<file path="src/rtl/alu_seq_pkg.sv">
// Shared opcode, FSM-state and flag definitions for alu_seq.
// Imported by the alu_seq top and by the alu_seq_mul multiplier.
package alu_seq_pkg;

   typedef enum logic [2:0] {
      OP_ADD  = 3'b000,
      OP_SUB  = 3'b001,
      OP_NEG  = 3'b010,
      OP_AND  = 3'b011,
      OP_OR   = 3'b100,
      OP_XOR  = 3'b101,
      OP_MUL  = 3'b110,
      OP_PASS = 3'b111
   } op_e;

   typedef enum logic [1:0] {
      ST_IDLE = 2'd0,
      ST_MUL  = 2'd1,
      ST_DONE = 2'd2
   } state_e;

   typedef struct packed {
      logic carry;
      logic overflow;
      logic zero;
      logic negative;
   } flags_t;

endpackage

</file>
<file path="src/rtl/alu_seq_mul.sv">
// Unsigned shift-add multiplier: loads on start, then runs WIDTH steps, one per cycle.
// Latency: done is raised WIDTH cycles after the start edge; product holds until the next start.
// Backpressure: none; the caller stops sampling once done is seen.
module alu_seq_mul
   import alu_seq_pkg::*;
#(
   parameter int WIDTH = 8,
   parameter int CNT_W = $clog2(WIDTH + 1)
) (
   input  logic               clk,
   input  logic               rst_n,
   input  logic               start,
   input  logic [WIDTH-1:0]   a,
   input  logic [WIDTH-1:0]   b,
   output logic               done,
   output logic [2*WIDTH-1:0] product
);

   logic [2*WIDTH-1:0] acc;
   logic [WIDTH-1:0]   mcand;
   logic [CNT_W-1:0]   cnt;
   logic               busy;
   logic [WIDTH:0]     sum;

   // Upper half plus the multiplicand when the multiplier LSB (acc[0]) is set.
   always_comb begin
      sum = {1'b0, acc[2*WIDTH-1:WIDTH]};
      if (acc[0]) begin
         sum = {1'b0, acc[2*WIDTH-1:WIDTH]} + {1'b0, mcand};
      end
   end

   assign done    = busy && (cnt == CNT_W'(WIDTH));
   assign product = acc;

   always_ff @(posedge clk or negedge rst_n) begin
      if (!rst_n) begin
         acc   <= '0;
         mcand <= '0;
         cnt   <= '0;
         busy  <= 1'b0;
      end else if (start) begin
         acc   <= {{WIDTH{1'b0}}, b};
         mcand <= a;
         cnt   <= '0;
         busy  <= 1'b1;
      end else if (busy) begin
         if (done) begin
            busy <= 1'b0;
         end else begin
            acc <= {sum, acc[WIDTH-1:1]};
            cnt <= cnt + CNT_W'(1);
         end
      end
   end

endmodule

</file>
<file path="src/rtl/alu_seq.sv">
// Registered ALU (ADD/SUB/NEG/AND/OR/XOR/PASS, MUL under ALU_SEQ_MUL_EN) with valid/ready handshake.
// Latency: 1 cycle accept-to-out_valid, WIDTH+1 for MUL; one operation in flight at a time.
// Backpressure: result and flags hold while out_ready=0; in_ready stays low until the handshake.
module alu_seq
   import alu_seq_pkg::*;
#(
   parameter int WIDTH = 8,
   parameter int CNT_W = $clog2(WIDTH + 1)
) (
   input  logic             clk,
   input  logic             rst_n,
   input  logic             in_valid,
   output logic             in_ready,
   input  logic [2:0]       op,
   input  logic [WIDTH-1:0] a,
   input  logic [WIDTH-1:0] b,
   output logic             out_valid,
   input  logic             out_ready,
   output logic [WIDTH-1:0] result,
   output logic             carry,
   output logic             overflow,
   output logic             zero,
   output logic             negative
);

   localparam logic [WIDTH-1:0] MOST_NEG = {1'b1, {(WIDTH-1){1'b0}}};

   state_e           state, state_nxt;
   logic [WIDTH-1:0] res_q;
   logic             carry_q, ovf_q;
   logic [WIDTH-1:0] alu_res;
   logic             alu_c, alu_v;
   logic [WIDTH:0]   sum;
   logic             accept;
   flags_t           flg;

   assign accept = in_valid && in_ready;

`ifdef ALU_SEQ_MUL_EN
   logic               is_mul;
   logic               mul_done;
   logic [2*WIDTH-1:0] mul_prod;

   assign is_mul = (op_e'(op) == OP_MUL);

   alu_seq_mul #(.WIDTH(WIDTH), .CNT_W(CNT_W)) u_mul (
      .clk     (clk),
      .rst_n   (rst_n),
      .start   (accept && is_mul),
      .a       (a),
      .b       (b),
      .done    (mul_done),
      .product (mul_prod)
   );
`endif

   always_comb begin
      alu_res = '0;
      alu_c   = 1'b0;
      alu_v   = 1'b0;
      sum     = '0;
      case (op_e'(op))
         OP_ADD: begin
            sum     = {1'b0, a} + {1'b0, b};
            alu_res = sum[WIDTH-1:0];
            alu_c   = sum[WIDTH];
            alu_v   = (a[WIDTH-1] == b[WIDTH-1]) && (sum[WIDTH-1] != a[WIDTH-1]);
         end
         OP_SUB: begin
            sum     = {1'b0, a} + {1'b0, ~b} + {{WIDTH{1'b0}}, 1'b1};
            alu_res = sum[WIDTH-1:0];
            alu_c   = sum[WIDTH];
            alu_v   = (a[WIDTH-1] != b[WIDTH-1]) && (sum[WIDTH-1] != a[WIDTH-1]);
         end
         OP_NEG: begin
            alu_res = '0 - a;
            alu_c   = (a == '0);
            alu_v   = (a == MOST_NEG);
         end
         OP_AND:  alu_res = a & b;
         OP_OR:   alu_res = a | b;
         OP_XOR:  alu_res = a ^ b;
         OP_PASS: alu_res = a;
`ifdef ALU_SEQ_MUL_EN
         OP_MUL:  alu_res = '0;
`else
         // Multiplier not built: complete at once with overflow as an error marker.
         OP_MUL:  alu_v   = 1'b1;
`endif
         default: alu_res = '0;
      endcase
   end

   always_comb begin
      state_nxt = state;
      case (state)
         ST_IDLE: begin
            if (accept) begin
`ifdef ALU_SEQ_MUL_EN
               state_nxt = is_mul ? ST_MUL : ST_DONE;
`else
               state_nxt = ST_DONE;
`endif
            end
         end
`ifdef ALU_SEQ_MUL_EN
         ST_MUL: begin
            if (mul_done) state_nxt = ST_DONE;
         end
`endif
         ST_DONE: begin
            if (out_ready) state_nxt = ST_IDLE;
         end
         default: state_nxt = ST_IDLE;
      endcase
   end

   always_ff @(posedge clk or negedge rst_n) begin
      if (!rst_n) begin
         state   <= ST_IDLE;
         res_q   <= '0;
         carry_q <= 1'b0;
         ovf_q   <= 1'b0;
      end else begin
         state <= state_nxt;
`ifdef ALU_SEQ_MUL_EN
         if (accept && !is_mul) begin
            res_q   <= alu_res;
            carry_q <= alu_c;
            ovf_q   <= alu_v;
         end else if (state == ST_MUL && mul_done) begin
            res_q   <= mul_prod[WIDTH-1:0];
            carry_q <= |mul_prod[2*WIDTH-1:WIDTH];
            ovf_q   <= 1'b0;
         end
`else
         if (accept) begin
            res_q   <= alu_res;
            carry_q <= alu_c;
            ovf_q   <= alu_v;
         end
`endif
      end
   end

   always_comb begin
      flg.carry    = carry_q;
      flg.overflow = ovf_q;
      flg.zero     = (res_q == '0);
      flg.negative = res_q[WIDTH-1];
   end

   assign in_ready  = (state == ST_IDLE);
   assign out_valid = (state == ST_DONE);
   assign result    = res_q;
   assign carry     = flg.carry;
   assign overflow  = flg.overflow;
   assign zero      = flg.zero;
   assign negative  = flg.negative;

endmodule
</file>
<file path="config.mk">
export PLATFORM = sky130hd
export DESIGN_NAME = alu_seq
export DESIGN_NICKNAME = d
export VERILOG_FILES = /design/src/rtl/alu_seq_pkg.sv /design/src/rtl/alu_seq_mul.sv /design/src/rtl/alu_seq.sv
export SDC_FILE = /design/constraint.sdc
export NUM_CORES = 1
export LEC_CHECK = 0
export CAP_MARGIN = 25
export CORE_ASPECT_RATIO = 1.25
export CORE_MARGIN = 2
export CORE_UTILIZATION = 58
export CTS_CLUSTER_SIZE = 16
export DETAILED_ROUTE_END_ITERATION = 10
export GPL_ROUTABILITY_DRIVEN = 0
export PLACE_DENSITY = 0.84
export SETUP_SLACK_MARGIN = 0.05
export SLEW_MARGIN = 30
export SYNTH_ARGS = -nofsm -noshare
export SYNTH_HDL_FRONTEND = slang
export SYNTH_HIERARCHICAL = 1
export SYNTH_SLANG_ARGS = --single-unit
</file>
<file path="constraint.sdc">
create_clock -name clk -period 4.1 [get_ports clk]
set_input_delay 1.23 -clock clk [delete_from_list [all_inputs] [get_ports clk]]
set_output_delay 1.23 -clock clk [all_outputs]
set_load 0.02 [all_outputs]
</file>
# Yosys cells after proc, flatten, opt, wreduce, memory -nomap -nowiden
# Index checks and enable logic that the tools add are counted.
# op_classes
add_sub_neg	4
n_eq_ne	15
mux	6
n_bitwise	4
reduce_logical	8
# ops
cell	n
one-hot mux 8 bit (7 select lines)	1
adder 8 x 8 -> 9 bit	2
zero test 8 bit	2
equality test 3 bit (second input constant)	4
adder 9 x 1 -> 9 bit (second input constant)	1
bitwise AND 8 bit	1
equality test 8 bit (second input constant)	1
inverter 8 bit	1
OR 8 bit	1
subtractor 1 x 8 -> 8 bit (first input constant)	1
XOR 8 bit	1
equality test 3 x 2 -> 1 bit (second input constant)	2
2-to-1 mux 2 bit	2
!= test 2 x 1 -> 1 bit (second input constant)	2
one-hot mux 1 bit (4 select lines)	1
one-hot mux 2 bit (2 select lines)	1
equality test 3 x 1 -> 1 bit (second input constant)	1
logical AND 1 bit	3
zero test 3 bit	1
!= test 1 bit	3
one-hot mux 1 bit (3 select lines)	1
equality test 2 bit (second input constant)	1
zero test 2 bit	1
AND reduction 2 bit	1
equality test 1 bit	1
# totals
register_bits	12
in_bits	23
output_inout_bits	14
wordCells	41

# Longest topological paths before layout
# logic_depth
ltp_word	6
depth_mapped	9
ltp_nobuf	9

# Least setup slack after synthesis
# Ideal clock, no wire load.
# synth_timing
path_type	input to register
from	input a[1]
to	register ovf_q, in the netlist overflow
arrival_time_ps	2702
t_required_ps	3974
setup_slack_ps	1272
path_stages	8
cell_sequence	inv_1 > ha_1 > a211oi_1 > o21ai_1 > o31ai_2 > xnor2_1 > nor4_1 > a221o_1
# synth_via
elab_chain_cells	5
elab_cells_between_ends	9
# synth_lines
element	line	source
start: declaration	alu_seq.sv:15	input logic [WIDTH-1:0] a,
adder 8 x 8 -> 9 bit	alu_seq.sv:70	sum = {1'b0, a} + {1'b0, ~b} + {{WIDTH{1'b0}}, 1'b1};
adder 9 x 1 -> 9 bit	alu_seq.sv:70	
!= test 1 bit	alu_seq.sv:73	alu_v = (a[WIDTH-1] != b[WIDTH-1]) && (sum[WIDTH-1] != a[WIDTH-1]);
logical AND 1 bit	alu_seq.sv:73	
one-hot mux 1 bit (4 select lines) *	alu_seq.sv:62	case (op_e'(op))
end signal: assignment	alu_seq.sv:140	ovf_q <= alu_v;
end: declaration	alu_seq.sv:30	logic carry_q, ovf_q;
# Every way passes the cells marked *; elsewhere a longest branch is shown, timed or not.
# A chain may end at the register's enable or synchronous reset.

# Worst setup path after layout
# layout_timing
from	input a[0]
to	register res_q[6], in the netlist result[6]
# layout_via
elab_chain_cells	3
elab_cells_between_ends	5
# layout_lines
element	line	source
adder 8 x 8 -> 9 bit	alu_seq.sv:70	
adder 9 x 1 -> 9 bit	alu_seq.sv:70	
one-hot mux 8 bit (7 select lines) *	alu_seq.sv:62	
end signal: assignment	alu_seq.sv:138	res_q <= alu_res;
end: declaration	alu_seq.sv:29	logic [WIDTH-1:0] res_q;
# Marked as above.

==> impl_metrics.ini <==
[worst_setup_path]
max_stage_delay_ns = 0.64
path_cells = clkdlybuf4s50_1 -> ha_1 -> inv_1 -> fa_1 -> nand2b_1 -> a21oi_1 -> o31ai_1 -> a211oi_1 -> o221ai_1
critPathCaptureType = register
crit_type = input port to register
required_ns = 4.22
worstSetupStartpointType = input port
critPathSlowestCell = clkdlybuf4s50_1
worstPathArrival_ns = 3.60
crit_fanout = 7

[logic_synthesis]
yosysMostFrequentCell = ha_1
synth_cell_types = 65
synthFlopType = dfrtp_1
synth-compound-area-share_pct = 28.2
synth_warnings = 6
yosysSeqAreaShare_pct = 13.4
synth_fp_nets = 314
synth_commonest_cells = 26 x ha_1, 24 x a21oi_1, 24 x inv_1
synthMuxAreaShare_pct = 2.50
synth_xor_area_share_pct = 4.28
synthArstFlopShare_pct = 100
synth-simple-area-share_pct = 22.6
syn_area_mm2 = 0.00205
synthAdderAreaFrac_pct = 17.8
synth.avg_cell_area_um2 = 7.79
synth_top_family_by_area = compound AO/OA/AOI/OAI gates
synth.area.top_cells = ha_1 16%, dfrtp_1 13%, a21oi_1 5.9%
yosys_register_bits = 11
synth_edf_count = 0
synth_top_area_share_pct = 15.9
synthCells = 263
yosysTopAreaCell = ha_1

[power_and_ir_drop]
ir_worst_vdd_uv = 259
power_per_cell_area_mw_per_mm2 = 250
power_leakage_nw = 1.04

[clock_tree]
cts_tree = yes
postCtsResizedCells = 0
cts_max_level = 1
clk_pin_slew_ns = 0.05
clkLatencyLatePin_ns = 0.25
cts.sinks = 11
post_cts_buffers = 0
hold_buffers = 0
cts_made_buffers = 3
clock_path_buffers = 2
ctsRootBufferMaster = clkbuf_8

[floorplan]
core_area_mm2 = 0.00342
rows = 24
dieArea_mm2 = 0.00403
chipWidth_um = 57.2
ios = 37
die_h_um = 70.4
start_util_pct = 59.8

[sta]
fmax_ghz = 0.287
clock_skew_ns = 0.00605
setup_tns_ns = 0
maxSlewHeadroom_pct = 58.9
rsz0062_at_grt = false
setup_viol = 0
hold_viol = 0
period_needed_ns = 3.49
tightest_slew_ns = 0.611
period_share_pct = 85.0
finalMaxSlewViolations = 0

[placed_design]
io_buffers = 36
dp_cells = 330
dpl.hpwl_mm = 4.33

[routing]
drt-initial-drc-count = 138
ant_nets = 0
firstDrtPassIters = 4
vias_per_cell = 6.28
drt_wl_total_mm = 5.33
drc = 0
wl_per_cell_um = 16.0
num_vias = 2098

[flow_run]
maxCapViolCount = 0

[global_route]
grt_pass1_vias = 1956
grt.met1_usage_pct = 35.2
grt_use_met2_pct = 46.6
antenna_found_initial = 0
grt_max_degree = 22
overflow = 0
use_met3_pct = 2.96
grt_busiest_layer = met2
grt_pass1_wl_mm = 8.95
grt_usage_pct = 27.9

[finish]
antenna_cells = 0
fin_cells = 334
syn2layout_area_growth_pct = 18.0
nets = 347
post_route_cells_drive_above_1_share_pct = 8.14

[min_path]
hold_class = register to register

[status]
status = finished, final reports clean
## critical path, delay by kind of cell
kind,cells,cell delay [ns]
simple gates,1,0.18
compound gates,4,0.81
buf+inv,2,0.71
fa+ha+maj,2,0.66
## per-layer routing
layer / share of wire [%] / wire [µm]
met1: 41 / 2170
met2: 49 / 2600
met3: 7.2 / 381
met4: 3.3 / 176
met5: 0 / 0
## registers in the layout (all words and copies together) (netlist names)
register and count:
overflow 1, result 8, state 1, carry 1
## cell type report
| class | instances | area [µm²] |
|---|---|---|
| inverters | 26 | 97.6 |
| well taps | 39 | 48.8 |
| fillers | 307 | 1010 |
| flip-flops and latches | 11 | 275 |
| repair buffers | 42 | 405 |
| clock buffers | 4 | 45.0 |
| multi-input cells | 212 | 1540 |
## path summary, 6_finish.rpt
check / start / end / slack, ns / cells past startpoint
hold / removal: result[1] / result[1] / 0.49 / 2
setup reg to reg: state[1] / result[7] / 2.53 / 6
min in group asynchronous: rst_n / result[5] / 1.31 / 1
max in group asynchronous: rst_n / result[0] / 2.46 / 1
hold reg to reg: result[1] / result[1] / 0.49 / 2
setup / recovery: a[0] / result[6] / 0.61 / 9
## stage by stage
step           power, mW  area (µm²)  setup slack, ns  hold WS, ns  util, %
2_1_floorplan      0.372        2050             1.27        0.589        -
3_3_place_gp       0.487        2370            0.419        0.482     69.3
6_report           0.603        2420            0.615        0.491     70.6
5_1_grt            0.645        2420            0.371        0.542     70.6
3_5_place_dp       0.491        2370            0.379        0.492     69.3
4_1_cts            0.601        2420            0.623        0.502     70.6
## cells in the final DEF (no fill, tap or decap), types with 4 or more instances in the layout
| cell | instances |
|---|---|
| a22o_1 | 4 |
| nor3_1 | 5 |
| ha_1 | 26 |
| dfrtp_1 | 11 |
| o21ai_0 | 16 |
| inv_1 | 24 |
| mux2i_1 | 4 |
| nand2b_1 | 5 |
| nor2_1 | 22 |
| xnor2_1 | 8 |
| clkdlybuf4s50_1 | 36 |
| nor2b_1 | 4 |
| buf_4 | 6 |
| o21ai_1 | 4 |
| nand3_1 | 5 |
| a22oi_1 | 4 |
| nand2_1 | 18 |
| a21oi_1 | 24 |
## cells by family (layout without fill, tap and decap cells)
family,Yosys count,in the layout
flops,11,11
xor+xnor,10,10
mux,5,5
fa+ha+maj,28,28
simple gates,83,83
buf+inv,40,72
compound gates,86,86
## report_power, final
group / total, mW / switching, mW / internal, mW
Sequential: 0.149 / 0.0170 / 0.132
Clock: 0.111 / 0.0423 / 0.0684
Combinational: 0.344 / 0.187 / 0.157
Total: 0.603 / 0.246 / 0.357
Note: power is estimated with default switching activity, not from simulation.
==> RTL edit, RTL diff (config.mk and constraints unchanged) <==
The parameter `WIDTH` goes from 8 to 4.
--- a/src/rtl/alu_seq.sv
+++ b/src/rtl/alu_seq.sv
@@ -5,5 +5,5 @@
    import alu_seq_pkg::*;
 #(
-   parameter int WIDTH = 8,
+   parameter int WIDTH = 4,
    parameter int CNT_W = $clog2(WIDTH + 1)
 ) (
Interface: changed (resized a, b and result); port bits go from 37 to 25. The function was not compared with the original's and may differ.
==> RTL edit against the unedited design <==
- worst hold slack improved by 0.012 ns
- largest power group unchanged
- die area decreased by 48%
- first-iteration DRC count decreased by 89%
- wire length decreased by 61%
- via count decreased by 54%
- area after synthesis decreased by 51%
- global-route usage decreased by 4.0 points
- setup slack improved by 0.39 ns
- cell area decreased by 50%
- sequential cell count decreased by 4
- total power decreased by 45%
==> RTL edit: results (changes against the unedited design) <==
Synth
  • Yosys reg bits: 7 (-4)
  • Synth top area cells: dfrtp_1 18%, ha_1 16%, xnor2_1 5.3%
  • Sequential-to-total area share from yosys stat: 17.5% (+4.1 points)
  • Synth unique cells: 37 (-43%)
  • Syn Inst Count: 122 (-54%)
  • Syn Nets: 152 (-52%)
  • Top cells by count, synth: 13 x ha_1, 12 x inv_1, 11 x nand2_1, 9 x o21ai_0

Place
  • Port bufs: 24 (-33%)
  • HPWL after DPL: 1690 microns (-61%)
  • Pre-CTS WS: 0.778 ns (+0.399 ns)
  • Post-Place Cells: 157 (-52%)
  • Placed cell areas: 1190 sq um (-50%)

Power and ir drop
  • P_leak: 0.540 nW (-48%)
  • Pwr dens: 274 nW/um^2 (+9.9%)
  • Max VDD drop: 0.124 mV (-52%)

Routing
  • DR iter-0 viols: 15 (-89%)
  • Met3 routed wirelength: 97 microns (-75%)
  • M1 WL: 850 microns (-61%)
  • WL/cell: 12.9 microns (-19%)
  • Met2 WL post-DR: 1120 microns (-57%)
  • Vias per inst: 5.93 (-5.6%)
  • DR vias: 955 (-54%)

Final layout
  • Max FFs per register: 4 (-4)
  • Buffers excl. clock: 24 (-43%)
  • Non-CTS inverters: 13 (-50%)
  • Fraction of area in multi-input gates: 57.9% (-6.0 points)
  • FILL cells: 137 (-55%)
  • Non-clock buffers, area share: 19.7% (+2.9 points)
  • Nets: 174 (-50%)
  • Clk tree area frac: 2.16% (+0.29 points)
  • Layout cells sized above 1: 5.59% (-2.5 points)
  • Multi-input comb cells: 95 (-55%)
  • Fraction of area in registers: 14.4% (+3.0 points)

Worst setup path
  • Worst setup path end: result[3]$_DFFE_PN0P_
  • R2r endpoint: carry$_DFFE_PN0P_
  • CP Data Arrival Time: 3.21 ns (-0.39 ns)
  • Reg2reg setup slack: 2.88 ns (+0.35 ns)
  • Setup crit start: a[1]
  • R2R depth: 4 (-2)

GRT
  • Met3 usage: 2.65% (-0.31 points)
  • Global Route met1 Usage: 25.3% (-9.8 points)
  • Met2 GRT Util: 45.1% (-1.6 points)
  • Largest net degree at the start of global routing: 21 (-4.5%)
  • Vias in the first global route: 897 (-54%)
  • First-pass GRT wire length: 3560 microns (-60%)
  • Tot GR Track Use: 23.8% (-4.0 points)

STA
  • Slew headroom: 52.0% (-6.9 points)
  • Max Fclk: 0.323 GHz (+13%)
  • Clock Skews: 0.00219 ns (-0.00386 ns)
  • Final Hold Slack: 0.503 ns (+0.0118 ns)

Die
  • # Taps: 18 (-54%)

Min path
  • Hold Startpoint: overflow$_DFFE_PN0P_
  • Worst Hold Endpoint: overflow$_DFFE_PN0P_

Clock tree
  • Root Buffer Master: clkbuf_4
  • Cts repair resizes: 0 (unchanged)
  • CTS H-tree depth: 1 (unchanged)
  • Clock tree buffer depth: 2 (unchanged)

Status
  • Status: completed
==> RTL edit: changes by cell type in the layout (fill, tap and decap cells not counted), sizes merged, moves of 6 or more <==
cell	unedited run	this run
inv	25	13
clkdlybuf4s50	36	24
o21ai	20	10
nor2	23	7
ha	26	13
buf	6	0
nand2	19	11
a21oi	24	8
==> RTL edit: logic make-up after synthesis <==
| logic type | share of synthesized area, % |
|---|---|
| AOI/OAI and AO/OA | 22.4 |
| and+or+nand+nor | 16.4 |
| buffers and inverters | 11.9 |
| adders and majority gates | 20.3 |
| xor gates and xnor gates | 7.01 |
| DFF | 17.5 |
| muxes | 4.51 |
==> RTL edit: report_power, final <==
part,switching [mW],total [mW],internal (mW)
Sequential,0.00977,0.0929,0.0831
Combinational,0.0942,0.180,0.0862
Clock,0.0241,0.0612,0.0371
==> RTL edit: critical path, delay by kind of cell <==
family | cells | cell delay [ns]
buf+inv | 2 | 0.77
fa+ha+maj | 1 | 0.35
compound gates | 4 | 0.78
xor+xnor | 1 | 0.08
